File: src/rtl/gpio_pwm_pkg.sv
// Register map for gpio_pwm_bank: word offsets decoded from mem_addr[7:2], STATUS fields, byte-lane merge.
// Constants and a pure function only; no latency and no flow control.
package gpio_pwm_pkg;

    localparam logic [5:0] OFS_OUT       = 6'h00;
    localparam logic [5:0] OFS_MODE      = 6'h01;
    localparam logic [5:0] OFS_PRESC     = 6'h02;
    localparam logic [5:0] OFS_STATUS    = 6'h03;
    localparam logic [5:0] OFS_DUTY_BASE = 6'h10;

    localparam int STATUS_WRAP_BIT = 0;

    function automatic logic [31:0] merge_bytes(input logic [31:0] old_v,
                                                input logic [31:0] new_v,
                                                input logic [3:0]  mask);
        logic [31:0] r;
        r = old_v;
        for (int b = 0; b < 4; b++) begin
            if (mask[b]) r[8*b +: 8] = new_v[8*b +: 8];
        end
        return r;
    endfunction

endpackage

File: src/rtl/gpio_pwm_bank_pwm_timebase.sv
// Shared PWM timebase: prescaler down-counter plus PWM up-counter; tick/wrap are combinational from the counters.
// Tick asserts in the cycle the prescaler is 0; free-running, no backpressure.
module pwm_timebase #(
    parameter int PWM_BITS   = 8,
    parameter int PRESC_BITS = 16
) (
    input  logic                  clk,
    input  logic                  reset,
    input  logic [PRESC_BITS-1:0] presc,
    output logic                  tick,
    output logic                  wrap,
    output logic [PWM_BITS-1:0]   pwm_cnt
);

    logic [PRESC_BITS-1:0] presc_cnt_q, presc_cnt_d;
    logic [PWM_BITS-1:0]   pwm_cnt_q, pwm_cnt_d;

    // A new reload value is only picked up when the prescaler reaches 0.
    always_comb begin
        tick        = (presc_cnt_q == '0);
        wrap        = tick && (pwm_cnt_q == '1);
        presc_cnt_d = tick ? presc : presc_cnt_q - PRESC_BITS'(1);
        pwm_cnt_d   = tick ? pwm_cnt_q + PWM_BITS'(1) : pwm_cnt_q;
    end

    always_ff @(posedge clk) begin
        if (reset) begin
            presc_cnt_q <= '0;
            pwm_cnt_q   <= '0;
        end else begin
            presc_cnt_q <= presc_cnt_d;
            pwm_cnt_q   <= pwm_cnt_d;
        end
    end

    assign pwm_cnt = pwm_cnt_q;

endmodule

File: src/rtl/gpio_pwm_bank.sv
// Memory-mapped GPIO/PWM output bank: register file, bus decode, read mux, per-channel duty compare.
// Writes land on the strobe edge, reads return one cycle after sel&rstrb; never busy, no backpressure.
module gpio_pwm_bank
    import gpio_pwm_pkg::*;
#(
    parameter int NUM_CH     = 5,
    parameter int PWM_BITS   = 8,
    parameter int PRESC_BITS = 16
) (
    input  logic              clk,
    input  logic              reset,
    input  logic              sel,
    input  logic [31:0]       mem_addr,
    input  logic [31:0]       mem_wdata,
    input  logic [3:0]        mem_wmask,
    input  logic              mem_rstrb,
    output logic [31:0]       mem_rdata,
    output logic [NUM_CH-1:0] gpio_out
);

    logic [NUM_CH-1:0]     out_q, out_d;
    logic [NUM_CH-1:0]     mode_q, mode_d;
    logic [NUM_CH-1:0]     gpio_q, gpio_d;
    logic [NUM_CH-1:0]     pwm_lvl;
    logic [PRESC_BITS-1:0] presc_q, presc_d;
    logic                  wrap_q, wrap_d;
    logic [PWM_BITS-1:0]   duty_shadow_q [NUM_CH];
    logic [PWM_BITS-1:0]   duty_shadow_d [NUM_CH];
    logic [PWM_BITS-1:0]   active_duty_q [NUM_CH];
    logic [PWM_BITS-1:0]   active_duty_d [NUM_CH];
    logic [31:0]           rdata_q, rdata_d;

    logic [5:0]            word;
    logic [31:0]           reg_val;
    logic [31:0]           wr_val;
    logic                  wr_en;
    logic                  wrap_clr;
    logic                  tick;
    logic                  wrap;
    logic [PWM_BITS-1:0]   pwm_cnt;
    logic                  unused_ok;

    pwm_timebase #(
        .PWM_BITS   (PWM_BITS),
        .PRESC_BITS (PRESC_BITS)
    ) u_timebase (
        .clk     (clk),
        .reset   (reset),
        .presc   (presc_q),
        .tick    (tick),
        .wrap    (wrap),
        .pwm_cnt (pwm_cnt)
    );

    for (genvar g = 0; g < NUM_CH; g++) begin : g_ch
        assign pwm_lvl[g] = (pwm_cnt < active_duty_q[g]);
    end

    // Current value of the addressed register; feeds both the read mux and the byte-lane merge.
    always_comb begin
        word    = mem_addr[7:2];
        reg_val = '0;
        case (word)
            OFS_OUT:    reg_val[NUM_CH-1:0]      = out_q;
            OFS_MODE:   reg_val[NUM_CH-1:0]      = mode_q;
            OFS_PRESC:  reg_val[PRESC_BITS-1:0]  = presc_q;
            OFS_STATUS: reg_val[STATUS_WRAP_BIT] = wrap_q;
            default: begin
                for (int i = 0; i < NUM_CH; i++) begin
                    if (word == OFS_DUTY_BASE + 6'(i)) reg_val[PWM_BITS-1:0] = duty_shadow_q[i];
                end
            end
        endcase
    end

    always_comb begin
        wr_en         = sel && (mem_wmask != 4'h0);
        wr_val        = merge_bytes(reg_val, mem_wdata, mem_wmask);
        out_d         = out_q;
        mode_d        = mode_q;
        presc_d       = presc_q;
        duty_shadow_d = duty_shadow_q;
        wrap_clr      = 1'b0;
        if (wr_en) begin
            case (word)
                OFS_OUT:    out_d    = wr_val[NUM_CH-1:0];
                OFS_MODE:   mode_d   = wr_val[NUM_CH-1:0];
                OFS_PRESC:  presc_d  = wr_val[PRESC_BITS-1:0];
                OFS_STATUS: wrap_clr = mem_wmask[0] && mem_wdata[STATUS_WRAP_BIT];
                default: begin
                    for (int i = 0; i < NUM_CH; i++) begin
                        if (word == OFS_DUTY_BASE + 6'(i)) duty_shadow_d[i] = wr_val[PWM_BITS-1:0];
                    end
                end
            endcase
        end

        // A wrap in the same cycle as a software clear must not be lost.
        wrap_d = wrap || (wrap_q && !wrap_clr);

        // Duties only change at the period boundary so no output ever sees a partial period.
        active_duty_d = active_duty_q;
        if (wrap) active_duty_d = duty_shadow_q;

        gpio_d  = (mode_q & pwm_lvl) | (~mode_q & out_q);
        rdata_d = (sel && mem_rstrb) ? reg_val : rdata_q;
    end

    always_ff @(posedge clk) begin
        if (reset) begin
            out_q         <= '0;
            mode_q        <= '0;
            presc_q       <= '0;
            wrap_q        <= 1'b0;
            duty_shadow_q <= '{default: '0};
            active_duty_q <= '{default: '0};
            gpio_q        <= '0;
            rdata_q       <= '0;
        end else begin
            out_q         <= out_d;
            mode_q        <= mode_d;
            presc_q       <= presc_d;
            wrap_q        <= wrap_d;
            duty_shadow_q <= duty_shadow_d;
            active_duty_q <= active_duty_d;
            gpio_q        <= gpio_d;
            rdata_q       <= rdata_d;
        end
    end

    assign mem_rdata = rdata_q;
    assign gpio_out  = gpio_q;
    assign unused_ok = &{1'b0, mem_addr[31:8], mem_addr[1:0], wr_val, tick};

endmodule

File: config.mk
export PLATFORM = sky130hd
export DESIGN_NAME = gpio_pwm_bank
export DESIGN_NICKNAME = d
export VERILOG_FILES = /design/src/rtl/gpio_pwm_pkg.sv /design/src/rtl/gpio_pwm_bank_pwm_timebase.sv /design/src/rtl/gpio_pwm_bank.sv
export SDC_FILE = /design/constraint.sdc
export NUM_CORES = 1
export LEC_CHECK = 0
export BUFFER_PORTS_ARGS = -buffer_cell sky130_fd_sc_hd__buf_2
export CAP_MARGIN = 20
export CORE_MARGIN = 4
export CORE_UTILIZATION = 40
export CTS_BUF_LIST = sky130_fd_sc_hd__clkbuf_8
export CTS_CLUSTER_SIZE = 28
export DETAILED_ROUTE_END_ITERATION = 12
export PLACE_DENSITY_LB_ADDON = 0.15
export SLEW_MARGIN = 20
export SYNTH_ARGS = -nofsm -noshare
export SYNTH_HDL_FRONTEND = slang
export SYNTH_SLANG_ARGS = --single-unit
File: constraint.sdc
create_clock -name clk -period 2.6 [get_ports clk]
set_clock_uncertainty 0.2 [all_clocks]
set_input_delay 0.26 -clock clk [delete_from_list [all_inputs] [get_ports clk]]
set_output_delay 0.26 -clock clk [all_outputs]
set_load 0.005 [all_outputs]
### After elaboration in Yosys (flattened, before gate mapping)

Index checks and enable logic that the tools add are counted.
W data, S select, Z words.

| storage, ports and cells | value |
|---|---|
| register bits | 152 |
| bits in latches | 0 |
| memory bits (writable) | 0 |
| memory bits (read-only) | 0 |
| bits of input ports | 72 |
| output and inout bits | 37 |
| logic and storage cells | 73 |
| memories | 0 |

| operators by class | value |
|---|---|
| add/sub/neg operators | 2 |
| multipliers | 0 |
| div/mod/pow operators | 0 |
| magnitude comparators | 5 |
| eq/ne operators | 9 |
| shifts and indexed selects | 0 |
| muxes and demuxes | 14 |
| bitwise operators | 5 |
| reduce and logical (&&, ||, !) cells | 20 |

Operator list:

| operator | count |
|---|---|
| $mux W8 | 8 |
| $lt A8 B8 Y1 | 5 |
| $eq A6 B5 Y1 const B | 5 |
| $logic_not A16 Y1 | 1 |
| $mux W16 | 1 |
| $pmux W4 S4 | 1 |
| $sub A16 B1 Y16 const B | 1 |
| $reduce_and A3 Y1 | 5 |
| $eq A6 B2 Y1 const B | 2 |
| $and A5 B5 Y5 | 2 |
| $add A8 B1 Y8 const B | 1 |
| $eq A8 B8 Y1 const B | 1 |
| $eq A6 B1 Y1 const B | 1 |
| $logic_not A6 Y1 | 1 |
| $pmux W3 S2 | 1 |
| $reduce_and A2 Y1 | 3 |
| $logic_and A1 B1 Y1 | 5 |
| $not A5 Y5 | 1 |
| $or A5 B5 Y5 | 1 |
| $pmux W1 S4 | 1 |
| $reduce_bool A4 Y1 | 1 |
| $reduce_or A4 Y1 | 1 |
| $reduce_or A3 Y1 | 1 |
| $mux W1 | 2 |
| 3 further kinds | 3 |

### Logic depth before layout (Yosys ltp)

| logic depth | value |
|---|---|
| depth in word-level cells | 8 |
| mapped depth | 9 |
| mapped depth without buffers | 7 |

### By module

Synthesis repeated with hierarchy kept, for this count alone.

| second synthesis, totals | value |
|---|---|
| cell total of the unflattened synthesis | 830 |
| area total of the unflattened synthesis | 7475.9 um2 |

By module, submodules not included:

| module | instances | cells an instance | area each (um2) | seq. area each (um2) |
|---|---|---|---|---|
| gpio_pwm_bank | 1 | 680 | 6217.2 | 2562.5 |
| pwm_timebase | 1 | 150 | 1258.7 | 480.5 |

### Worst setup path before layout

No wires, ideal clock.

| timing path | value |
|---|---|
| path kind | reg2reg |
| from | reg u_timebase.presc_cnt_q[8] |
| to | reg u_timebase.presc_cnt_q[7] |
| setup time | 0.137 ns |
| arrival | 1.969 ns |
| data required time | 2.263 ns |
| path slack | 0.294 ns |
| cell stages (with the launch flop) | 9 |
| path buffers | 3 |
| period minus slack after synthesis | 2.306 ns |
| cell sequence | dfxtp_1 -> or4_1 -> buf_2 -> or3_1 -> or2_1 -> buf_6 -> buf_6 -> nor2_1 -> a211oi_2 |

| on the way | value |
|---|---|
| cells in the longest elaborated chain, start to end | 2 |

Ends and longest elaborated chain:

| element | RTL line | RTL |
|---|---|---|
| from (decl) | gpio_pwm_bank_pwm_timebase.sv:15 | `logic [PRESC_BITS-1:0] presc_cnt_q, presc_cnt_d;` |
| from (signal assigned) | gpio_pwm_bank_pwm_timebase.sv:31 | `presc_cnt_q <= presc_cnt_d;` |
| $logic_not A16 Y1 | gpio_pwm_bank_pwm_timebase.sv:20 | `tick = (presc_cnt_q == '0);` |
| $mux W16 | gpio_pwm_bank_pwm_timebase.sv:22 | `presc_cnt_d = tick ? presc : presc_cnt_q - PRESC_BITS'(1);` |

No other way between the ends.
A chain may end at the register's enable or synchronous reset.

### Final worst setup path

| timing path | value |
|---|---|
| from | reg u_timebase.presc_cnt_q[9] |
| to | reg u_timebase.pwm_cnt_q[1] (netlist: u_timebase.pwm_cnt[1]) |

| on the way | value |
|---|---|
| cells in the longest elaborated chain, start to end | 1 |

Ends and longest elaborated chain:

| element | RTL line | RTL |
|---|---|---|
| $logic_not A16 Y1 | gpio_pwm_bank_pwm_timebase.sv:20 |  |
| to (signal assigned) | gpio_pwm_bank_pwm_timebase.sv:32 | `pwm_cnt_q <= pwm_cnt_d;` |
| to (decl) | gpio_pwm_bank_pwm_timebase.sv:16 | `logic [PWM_BITS-1:0] pwm_cnt_q, pwm_cnt_d;` |

No other way between the ends.

==> run_results.csv <==
group,metric,value,unit
timing,fin_crit,2450,ps
power,irDropWorstVdd,0.331,mV
min_path,min_path_type,"primary input to flop",
timing,timing.fmax,409,MHz
cells_and_area,antennaDiodeCount,0,
cells_and_area,area_delta_synth_final,15.6,%
cells_and_area,fin_util,47.5,%
critical_path,cp_max_fo,14,
power,finalPower,5.38,mW
yosys,ys_warn_count,0,
yosys,syn-cell-area,7420,um^2
yosys,ys_types,60,
cells_and_area,layout_common_cells,"nand2_1, dfxtp_1, a21oi_1, o21ai_0, nor2_1",
die,die_y,144,um
grt,grt_first_pass_wirelength,34000,um
yosys,synth_edf_count,0,
flow_run,drv_cap,0,
min_path,hp-start,"mem_wdata[0]",
grt,antenna_found_initial,0,
cts,htree_num_levels,4,
yosys,synth_top_area_share,41.0,%
cells_and_area,final_net_count,1080,
outcome,outcome,"completed",
timing,slew_headroom,55.8,%
place,routabilityCongestion,0.868,
timing,fin_hold_ws,39.8,ps
place,numPortBuffers,50,
drt,wl_per_cell,17.5,um
cts,cts_root_buffer,"clkbuf_8",
die,core-area,18100,um^2
grt,grt_max_degree,136,
cts,clock_latency,460,ps
cts,clk_pin_slew,90,ps
die,num_io_pins,109,
yosys,synth_top_area_cell,"dfxtp_1",
cells_and_area,fillers,1806,
drt,num_vias,6459,
yosys,synth.top_cells.by_area,"dfxtp_1, nand2_1, ha_1",
yosys,ys_seq_area_share,41.0,%
grt,gr-total-overflow,0,
timing,rsz0062_at_grt,"false",
cells_and_area,ff_latch_area,3040,um^2
critical_path,path_class,"flop to flop",
drt,routed_wl,21200,um
place,hpwl,15300,um
cts,clkSinkCount,152,
cells_and_area,layout-drive-gt1-share,15.7,%
timing,maxSlewViolCount,0,
yosys,syn_inst,892,
yosys,ys_ff_latch,152,
cells_and_area,final_common_cell,"nand2_1",
die,dieArea,20800,um^2
timing,setup_viol,0,
timing,timing.final.crit_share,94.1,%
critical_path,critPathSlowestCell,"or4_1",
die,start_util,41.0,%
power,cellPowerDensity,627,nW/um^2
drt,firstDrtPassIters,5,
yosys,async_flop_share,0,%
grt,grt_pass1_vias,5997,
critical_path,cp_data_required_time,2720,ps
yosys,syn_area_per_cell,8.32,um^2
drt,routed_via_density,5.32,
cts,clock_path_buffers,2,
cts,post_cts_buffers,0,
timing,hold_violations,0,
critical_path,cpPeakStageDelay,670,ps
cts,numCtsBuffers,17,
yosys,ys_dominant_reg_cell,"dfxtp_1",
timing,fin_tns_setup,0,ps
die,row_count,49,
critical_path,r2r-start,"u_timebase.presc_cnt_q[9]",
grt,grtUsageTotal,21.1,%
timing,worstMarginPinSlew,662,ps
critical_path,crit_buf_inv,1,
power,p_leak,3.11,nW
critical_path,crit_arrival,2570,ps
cts,cts_tree,"built",
drt,ant_nets,0,
critical_path,cp_top_family,"simple AND/OR/NAND/NOR gates",
die,dieWidth,144,um
critical_path,startpoint,"u_timebase.presc_cnt_q[9]",
critical_path,worstPathCellList,"or4_1 > or3_1 > or2_1 > buf_12 > mux2i_1 > nor2_1",
drt,drc,0,
critical_path,critPathCaptureType,"flop",
cells_and_area,multiInputGateArea,3920,um^2
drt,drt-initial-drc-count,425,
critical_path,start_kind,"flop",
flip-flops by register name, indices dropped and copies added (netlist names):
| register | cells |
|---|---|
| duty_shadow_q | 40 |
| presc_q | 16 |
| mode_q | 5 |
| u_timebase.presc_cnt_q | 16 |
| mem_rdata | 16 |
| wrap_q | 1 |
| active_duty_q | 40 |
| out_q | 5 |
| gpio_out | 5 |
| u_timebase.pwm_cnt | 8 |
tightest hold or removal path: stages:
cell and delay, ps:
buf_2 110, nand2_1 80, o31ai_1 70, a21oi_1 120
area by class of cell:
class / instances / area share [%]
Timing Repair Buffer: 111 / 9.24
Clock buffer: 17 / 2.73
Sequential cell: 152 / 35.5
Inverter: 46 / 2.01
Tap cell: 229 / 3.34
Multi-Input combinational cell: 643 / 45.7
Clock inverter: 15 / 1.53
cell families after synthesis:
group                    count (synthesis)  synth area share [%]
XOR/XNOR                                16                  1.89
other                                    1                0.0505
flip-flops                             152                  41.0
AO/OA/AOI/OAI                          231                  20.4
AND/OR/NAND/NOR                        319                  20.0
buffers and inverters                  112                  6.93
multiplexers                            24                  3.57
adder cells (fa/ha/maj)                 37                  6.24
metal layers:
layer / up-vias / wire length, um / GRT usage, %
met5: - / 0 / 0
met4: 0 / 200 / 4.96
met3: 14 / 1140 / 4.33
met2: 160 / 8960 / 30.4
met1: 2990 / 10900 / 32.3
li1: 3295 / - / -
per-stage QoR:
step,std cells,instance area (um^2),setup slack [ps]
floorplan,907,7480,294
global placement,1173,8140,170
detailed placement,1173,8140,151
CTS,1213,8580,138
global route,1213,8580,3.84
finish,1213,8580,153
worst paths after layout:
path	endpoint	slack, ps	depth (start not counted)
setup / recovery	u_timebase.pwm_cnt[1]	150	6
hold / removal	wrap_q	40	4
setup reg to reg	u_timebase.pwm_cnt[1]	150	6
hold reg to reg	active_duty_q[23]	250	2
synthesized netlist by cell type (10+ instances only):
cell and number:
a211oi_1 39, a21oi_1 64, a221o_1 10, buf_2 15, buf_4 16, clkbuf_1 31
dfxtp_1 152, ha_1 37, inv_1 44, mux2i_1 22, nand2_1 157, nand2b_1 11
nand3_1 15, nor2_1 59, nor3_1 22, o21ai_0 63, xnor2_1 10
where the power goes:
group          switching (mW)  internal [mW]
combinational           0.589          0.503
sequential              0.120           2.43
clock                    1.03          0.699
total                    1.74           3.64
what timing repair did:
item,CTS,global route
hold endpoints to repair,8,0
hold buffers,8,0
resized for setup,0,0
Note: power is estimated with default switching activity, not from simulation.
